<file path="src/rtl/tlb_ptw.sv">
`default_nettype none
// ============================================================================
// Module   : tlb_ptw
// Purpose  : Two-level Sv32-style page-table walker that refills the TLB.
// Revision : 1.0
// ============================================================================
module tlb_ptw (
  input  logic        clk,
  input  logic        rst_n,
  input  logic [19:0] satp_ppn,
  input  logic        miss_valid,
  input  logic [31:0] miss_vaddr,
  output logic        miss_ready,
  input  logic        flush,
  output logic        mem_req,
  output logic [31:0] mem_addr,
  input  logic        mem_ready,
  input  logic        mem_rvalid,
  input  logic [31:0] mem_rdata,
  output logic        refill_we,
  output logic [31:0] refill_vaddr,
  output logic [31:0] refill_paddr,
  output logic        fault,
  output logic [31:0] fault_vaddr,
  output logic        busy
);

  typedef enum logic [2:0] {
    S_IDLE    = 3'd0,
    S_L1_REQ  = 3'd1,
    S_L1_WAIT = 3'd2,
    S_L0_REQ  = 3'd3,
    S_L0_WAIT = 3'd4,
    S_REFILL  = 3'd5,
    S_FAULT   = 3'd6
  } state_t;

  state_t      r_state;
  state_t      w_state_next;
  logic        r_abort;
  logic        w_abort_next;
  logic [31:0] r_vaddr;
  logic [19:0] r_table_ppn;
  logic [19:0] r_leaf_ppn;

  logic w_pte_v;
  logic w_pte_r;
  logic w_pte_w;
  logic w_pte_x;
  logic w_pte_bad;
  logic w_pte_leaf;
  logic w_unused_pte;

  assign w_pte_v      = mem_rdata[0];
  assign w_pte_r      = mem_rdata[1];
  assign w_pte_w      = mem_rdata[2];
  assign w_pte_x      = mem_rdata[3];
  assign w_pte_bad    = !w_pte_v || (w_pte_w && !w_pte_r);
  assign w_pte_leaf   = w_pte_r || w_pte_x;
  assign w_unused_pte = ^{mem_rdata[31:30], mem_rdata[9:4]};

  always_ff @(posedge clk or negedge rst_n) begin
    if (!rst_n) begin
      r_state <= S_IDLE;
      r_abort <= 1'b0;
    end else begin
      r_state <= w_state_next;
      r_abort <= w_abort_next;
    end
  end

  always_comb begin
    w_state_next = r_state;
    w_abort_next = r_abort;
    case (r_state)
      S_IDLE: begin
        if (miss_valid) begin
          w_state_next = S_L1_REQ;
          w_abort_next = 1'b0;
        end
      end
      S_L1_REQ: begin
        // Once the read is accepted its response must still be drained.
        if (mem_ready) begin
          w_state_next = S_L1_WAIT;
          w_abort_next = flush;
        end else if (flush) begin
          w_state_next = S_IDLE;
        end
      end
      S_L1_WAIT: begin
        if (mem_rvalid) begin
          w_abort_next = 1'b0;
          if (r_abort || flush)
            w_state_next = S_IDLE;
          else if (w_pte_bad)
            w_state_next = S_FAULT;
          else if (w_pte_leaf)
            w_state_next = (mem_rdata[19:10] != 10'd0) ? S_FAULT : S_REFILL;
          else
            w_state_next = S_L0_REQ;
        end else if (flush) begin
          w_abort_next = 1'b1;
        end
      end
      S_L0_REQ: begin
        if (mem_ready) begin
          w_state_next = S_L0_WAIT;
          w_abort_next = flush;
        end else if (flush) begin
          w_state_next = S_IDLE;
        end
      end
      S_L0_WAIT: begin
        if (mem_rvalid) begin
          w_abort_next = 1'b0;
          if (r_abort || flush)
            w_state_next = S_IDLE;
          else if (w_pte_bad || !w_pte_leaf)
            w_state_next = S_FAULT;
          else
            w_state_next = S_REFILL;
        end else if (flush) begin
          w_abort_next = 1'b1;
        end
      end
      S_REFILL: w_state_next = S_IDLE;
      S_FAULT:  w_state_next = S_IDLE;
      default:  w_state_next = S_IDLE;
    endcase
  end

  // The level-1 response overwrites the root PPN with the level-0 table PPN.
  always_ff @(posedge clk or negedge rst_n) begin
    if (!rst_n) begin
      r_vaddr     <= 32'd0;
      r_table_ppn <= 20'd0;
      r_leaf_ppn  <= 20'd0;
    end else begin
      if (r_state == S_IDLE && miss_valid) begin
        r_vaddr     <= miss_vaddr;
        r_table_ppn <= satp_ppn;
      end
      if (r_state == S_L1_WAIT && mem_rvalid) begin
        r_table_ppn <= mem_rdata[29:10];
        r_leaf_ppn  <= {mem_rdata[29:20], r_vaddr[21:12]};
      end
      if (r_state == S_L0_WAIT && mem_rvalid)
        r_leaf_ppn <= mem_rdata[29:10];
    end
  end

  always_comb begin
    mem_addr = 32'd0;
    case (r_state)
      S_L1_REQ: mem_addr = {r_table_ppn, r_vaddr[31:22], 2'b00};
      S_L0_REQ: mem_addr = {r_table_ppn, r_vaddr[21:12], 2'b00};
      default:  mem_addr = 32'd0;
    endcase
  end

  assign miss_ready   = (r_state == S_IDLE);
  assign busy         = (r_state != S_IDLE);
  assign mem_req      = (r_state == S_L1_REQ) || (r_state == S_L0_REQ);
  assign refill_we    = (r_state == S_REFILL);
  assign fault        = (r_state == S_FAULT);
  assign refill_vaddr = {r_vaddr[31:12], 12'h000};
  assign refill_paddr = {r_leaf_ppn, 12'h000};
  assign fault_vaddr  = r_vaddr;

endmodule
`default_nettype wire
</file>
<file path="config.mk">
export PLATFORM = sky130hd
export DESIGN_NAME = tlb_ptw
export DESIGN_NICKNAME = d
export VERILOG_FILES = /design/src/rtl/tlb_ptw.sv
export SDC_FILE = /design/constraint.sdc
export NUM_CORES = 1
export LEC_CHECK = 0
export CORE_MARGIN = 2
export CORE_UTILIZATION = 50
export DETAILED_ROUTE_END_ITERATION = 16
export DONT_BUFFER_PORTS = 1
export SETUP_SLACK_MARGIN = 0.3
export SLEW_MARGIN = 20
export SYNTH_ARGS = -nofsm -noshare
export SYNTH_HDL_FRONTEND = slang
export SYNTH_SLANG_ARGS = --single-unit
</file>
<file path="constraint.sdc">
create_clock -name clk -period 2.2 [get_ports clk]
set_input_delay 0.55 -clock clk [delete_from_list [all_inputs] [get_ports clk]]
set_output_delay 0.55 -clock clk [all_outputs]
set_load 0.02 [all_outputs]
</file>
==> run metrics, run 1 <==
Post-synth EDFFs 0; post-layout minimum cycle time ~2.0 ns; DR vias/cell 5.63; Sink Count 76; num ports 223; synthesized area 0.00405 mm^2; Pleak about 2.0 nW; placed cell area 0.00393 mm^2; syn_area_per_cell 10.9 um^2; reg2reg start r_state[0]; Yosys cell types 38; ANT cells 0; initial antenna violation count 0; WS Path Type flop to flop; CP Cell Sequence buf_4 > or3_4 > inv_6 > and2_4 > buf_12 > clkbuf_16 > mux2_2; crit path launch r_state[0]; hold_ws -0.110 ns; Die H around 94 um; synth-to-layout area growth 17.7%; number of global-route vias before repair roughly 2700; critical-path maximum fanout 8; post-synthesis cell count 371; row count 32; H-tree depth 3; clk slew on worst S/H paths approximately 0.09 ns; first-pass GRT wire length 13800 um; Core Area 0.00777 mm^2; reg-to-reg slack, setup approximately 0.22 ns; Top FF cell, synth dfrtp_1; failing checks negative hold slack; aggregate routed wire length 9950 um; TritonCTS Buffers 9; worst path arrival time 2.20 ns; Total Routing Usage GR 0.206; Max IR drop VDD 0.00118 V; Routed Antenna Nets 0; CP startpoint kind flop; Yosys reg bits 76; largest net degree at the start of global routing just under 80; layout cells sized above 1 0.408; total negative slack 0 ns; CP peak stage delay ~0.40 ns; RSZ-0062 raised after global routing true; fmax 0.506 GHz; slowest CP cell dfrtp_1; CTS tree yes; 1st-pass router iterations 4; die area between 0.008 and 0.009 mm^2; CP Capture Type flop; DRC viols 0; Vias 2698; final worst-path cycle share 0.899; most frequent cells in the layout dfrtp_1 (64), mux2i_1 (31), mux2_4 (30); Async SR Flop Fraction 1.00; DR WL/cell 20.8 um; Clk Latency, worst-skew pair 0.35 ns; final hold vios 76; Routability Congestion 0.800; Root Driver clkbuf_8; Final setup viols 0; CP endpoint fault_vaddr[5]; DRT iter0 DRCs 120; PortBufs 0; cell area power density 1800 mW/mm^2; R2R cell count 7; Seq/Total Area, Yosys 0.470; Post-DP HPWL 6220 um; capture point of the worst reg-to-reg path fault_vaddr[5]; clk buf depth 2; most common cell after layout, fill and taps aside dfrtp_1; Syn. warnings 0; run status finished with violations; Hold Path Class primary input to asynchronous set/reset pin; Die X 94.0 um; global route overflow 0; Layout Skew 0.0142 ns; final std cell area, no fill around 0.0048 mm^2; Starting Density 0.521; nets 462; number of max-cap violations 0; Final Max Slew Viols 0; Worst Path Required between 2 and 2.5 ns
==> layout make-up <==
type                            count  area (um^2)
Inverter                            5         31.3
Multi-Input combinational cell    249         2050
Fill cell                         638         3010
Tap cell                          102          128
Clock inverter                      5         33.8
Timing Repair Buffer               31          447
Clock buffer                       11          151
Sequential cell                    76         1920
==> metrics by stage <==
stage          total power (W)  std cells   util  setup WS [ns]
3_3_place_gp           0.00616        447  0.506          0.261
3_5_place_dp           0.00624        447  0.506          0.228
5_1_grt                0.00902        479  0.613          0.203
4_1_cts                0.00792        472  0.567          0.259
2_1_floorplan          0.00598        396      -          0.344
6_report               0.00856        479  0.613          0.222
==> cell usage after synthesis (4+ instances only) <==
library cell / n / share of area
and2_1: 21 / 0.032
nor2_1: 29 / 0.027
o21ai_1: 20 / 0.025
mux2_2: 43 / 0.12
dfrtp_1: 76 / 0.47
a21oi_1: 14 / 0.017
and3_1: 4 / 0.0062
inv_1: 4 / 0.0037
buf_6: 7 / 0.019
clkbuf_1: 8 / 0.0074
buf_4: 46 / 0.085
mux2i_1: 40 / 0.099
nand2_1: 22 / 0.020
==> repair_timing <==
| item | CTS | global route |
|---|---|---|
| pin swaps | 2 | 4 |
| cloned | 2 | 6 |
| buffers inserted | 7 | 1 |
| setup endpoints to repair | 75 | 97 |
| resized for setup | 74 | 57 |
| hold endpoints to repair | 76 | 76 |
==> per-layer routing <==
layer	part of all wire	vias to the layer above	global-route usage
met5	0	-	0
met4	0.012	0	0.0797
met3	0.091	11	0.0746
met2	0.50	138	0.338
met1	0.40	1350	0.247
li1	-	1199	-
==> critical path: cells and delay by family (launching register included) <==
| kind | cells | cell delay [ns] |
|---|---|---|
| mux | 1 | 0.33 |
| buf+inv | 4 | 0.54 |
| simple gates | 2 | 0.59 |
| flops | 1 | 0.40 |
==> registers in the layout (all words and copies together), names as in the netlist <==
register	flops
fault_vaddr	32
r_abort	1
r_leaf_ppn	20
r_state	3
r_table_ppn	20
==> where the power goes <==
| part | total (W) | internal (W) | switching, W |
|---|---|---|---|
| Clock | 0.000999 | 0.000472 | 0.000527 |
| Sequential | 0.00356 | 0.00212 | 0.00144 |
| Combinational | 0.00401 | 0.00207 | 0.00193 |
==> cell families after synthesis <==
group                     after synthesis  share of synthesized area
other                                   1                   0.000927
muxes                                  83                      0.219
DFF                                    76                      0.470
and+or+nand+nor                        92                      0.116
buffers and inverters                  72                      0.129
xor gates and xnor gates                1                    0.00216
AOI/OAI and AO/OA                      46                     0.0634
==> worst min path at each step <==
| stage | startpoint | end | slack (ns) | cells past startpoint |
|---|---|---|---|---|
| 6_report | rst_n | fault_vaddr[26] | -0.11 | 0 |
| 4_1_cts | rst_n | fault_vaddr[7] | -0.13 | 0 |
| 3_3_place_gp | rst_n | fault_vaddr[23] | 0.26 | 0 |
| 2_1_floorplan | rst_n | fault_vaddr[0] | 0.25 | 0 |
| 3_5_place_dp | rst_n | fault_vaddr[22] | 0.26 | 0 |
| 5_1_grt | rst_n | fault_vaddr[29] | -0.13 | 0 |
Power figures use the tool's default switching activity.
==> run 2: changes to the inputs <==
--- a/config.mk
+++ b/config.mk
@@ -9,6 +9,7 @@
 export CORE_UTILIZATION = 50
 export DETAILED_ROUTE_END_ITERATION = 16
 export DONT_BUFFER_PORTS = 1
+export PLACE_DENSITY = 0.68
 export SETUP_SLACK_MARGIN = 0.3
 export SLEW_MARGIN = 20
 export SYNTH_ARGS = -nofsm -noshare
==> constraint.sdc (replaced) <==
create_clock -name clk -period 1.65 [get_ports clk]
set_input_delay 0.4125 -clock clk [delete_from_list [all_inputs] [get_ports clk]]
set_output_delay 0.4125 -clock clk [all_outputs]
set_load 0.02 [all_outputs]
==> run 2 against run 1 <==
Net effect: register-to-register slack got worse by 0.39 ns; hold slack got worse by 0.14 ns; clock power increased by 48%; via count increased by 2.0%; wire length increased by 1.9%; largest cell class unchanged; power increased by 43%; the run ends with negative hold slack, negative setup slack left; fmax increased by 8.7%; core utilization increased by 4.6 points; cell count increased by 5.0%.
==> run metrics, run 2 (synthesis gave the netlist of run 1 again) <==
run status finished with violations; failing checks negative hold slack, negative setup slack; layout cells sized above 1 0.431; placed instance count 470; Final Max Slew Viols 0; final core occ 0.659; Final Instance Count excl. Fillers between 500 and 600; H-tree depth 3; Final setup viols 85; final worst-path cycle share 1.10; nets 486; worst path arrival time 2.06 ns; DRT iter0 DRCs 126; most common cell after layout, fill and taps aside dfrtp_1; largest net degree at the start of global routing 77; number of global-route vias before repair 2843; max reg flops 32; DRC viols 0; reg2reg start r_state[0]; busiest grt layer met2; Pleak 2.22 nW; Clk Latency, worst-skew pair 0.35 ns; met2 usage 0.391; Routability Congestion 0.900; R2R cell count 6; ANT cells 0; CP startpoint kind flop; most frequent cells in the layout dfrtp_1 (75), mux2_4 (32), buf_6 (30); WS Path Type flop to flop; Die X 94.0 um; cell area power density 2400 mW/mm^2; post-layout minimum cycle time 1.82 ns; Vias ~2800; global route overflow 0; aggregate routed wire length between 10000 and 15000 um; clk buf depth 2; Core Area 0.00777 mm^2; clk slew on worst S/H paths 0.09 ns; Starting Density 0.521; row count 32; RSZ-0062 raised after global routing true; fmax 0.549 GHz; Worst Path Required 1.89 ns; final hold vios 76; Buf/Inv on CP 3; Layout Skew 0.0138 ns; die area 0.00883 mm^2; Sink Count 76; M1 GR Usage 0.279; hold_ws -0.250 ns; Post-DP HPWL 7010 um; 1st-pass router iterations 4; CTS tree yes; capture point of the worst reg-to-reg path fault_vaddr[26]; first-pass GRT wire length 15200 um; CP Capture Type flop; Root Driver clkbuf_8; CP Cell Sequence or3_4 > inv_4 > and2_4 > buf_12 > clkbuf_16 > mux2_4; Routed Antenna Nets 0; Worst path top cell family by delay simple AND/OR/NAND/NOR gates; slowest CP cell or3_4; number of max-cap violations 0; synth-to-layout area growth 26.6%; CP peak stage delay 0.43 ns; initial antenna violation count 0; PortBufs 0; Post-Place Setup Slack -0.0879 ns; num ports 223; Max IR drop VDD ~0.0014 V; critical-path maximum fanout 5; power consumption between 0.01 and 0.015 W; Total Routing Usage GR 0.229; DR vias/cell 5.47; DR WL/cell 20.2 um; Hold Path Class primary input to asynchronous set/reset pin; reg-to-reg slack, setup -0.17 ns; Die H 94.0 um; TritonCTS Buffers 9; met3 usage 0.0554; min setup slack post-route -0.170 ns
## run 2: how the worst max path moves through the flow
stage	from	endpoint	slack, ns	depth (start not counted)
after CTS	r_state[2]	mem_addr[2]	-0.19	4
after detailed placement	r_state[0]	r_table_ppn[5]	-0.09	6
final	r_state[0]	fault_vaddr[26]	-0.17	6
after floorplan	r_state[0]	fault_vaddr[10]	-0.11	6
after global routing	r_state[2]	mem_addr[4]	-0.21	4
after global placement	r_state[0]	r_table_ppn[14]	-0.05	6
## run 2: per-layer routing
| layer | routed length (um) | up-vias |
|---|---|---|
| li1 | - | 1246 |
| met1 | 3780 | 1322 |
| met2 | 5320 | 168 |
| met3 | 850 | 16 |
| met4 | 184 | 0 |
| met5 | 0 | - |
## run 2: final cells by class
cell class                 count  area [um^2]
clock inverter                 7         82.6
timing repair buffer          54          761
multi-input combinational    250         2090
tap                          102          128
clock buffer                   9          124
inverter                       5         33.8
sequential                    76         1900
fill                         627         2650
## run 2: power breakdown
group | internal, W | switching [W]
clock | 0.000728 | 0.000751
combinational | 0.00332 | 0.00346
sequential | 0.00281 | 0.00120
total | 0.00686 | 0.00541
## run 2: worst reg2reg max path: stages (launching register included)
cell and delay (ns):
dfrtp_1 0.42, or3_4 0.43, inv_4 0.08, and2_4 0.23
buf_12 0.14, clkbuf_16 0.14, mux2_4 0.29
## run 2: what timing repair did
action,CTS,global route
setup buffers,9,0
gates resized for setup,54,12
setup endpoints to repair,143,143
gates cloned,7,1
pin swaps,11,9
endpoints found under the hold margin,76,76
## run 2: metrics by stage
step / instance area (um^2) / TNS (ns)
final: 5120 / -9.12
after global routing: 5120 / -14.62
after CTS: 5060 / -10.67
after detailed placement: 4410 / -2.16
after global placement: 4410 / -1.06
after floorplan: 4530 / -4.27
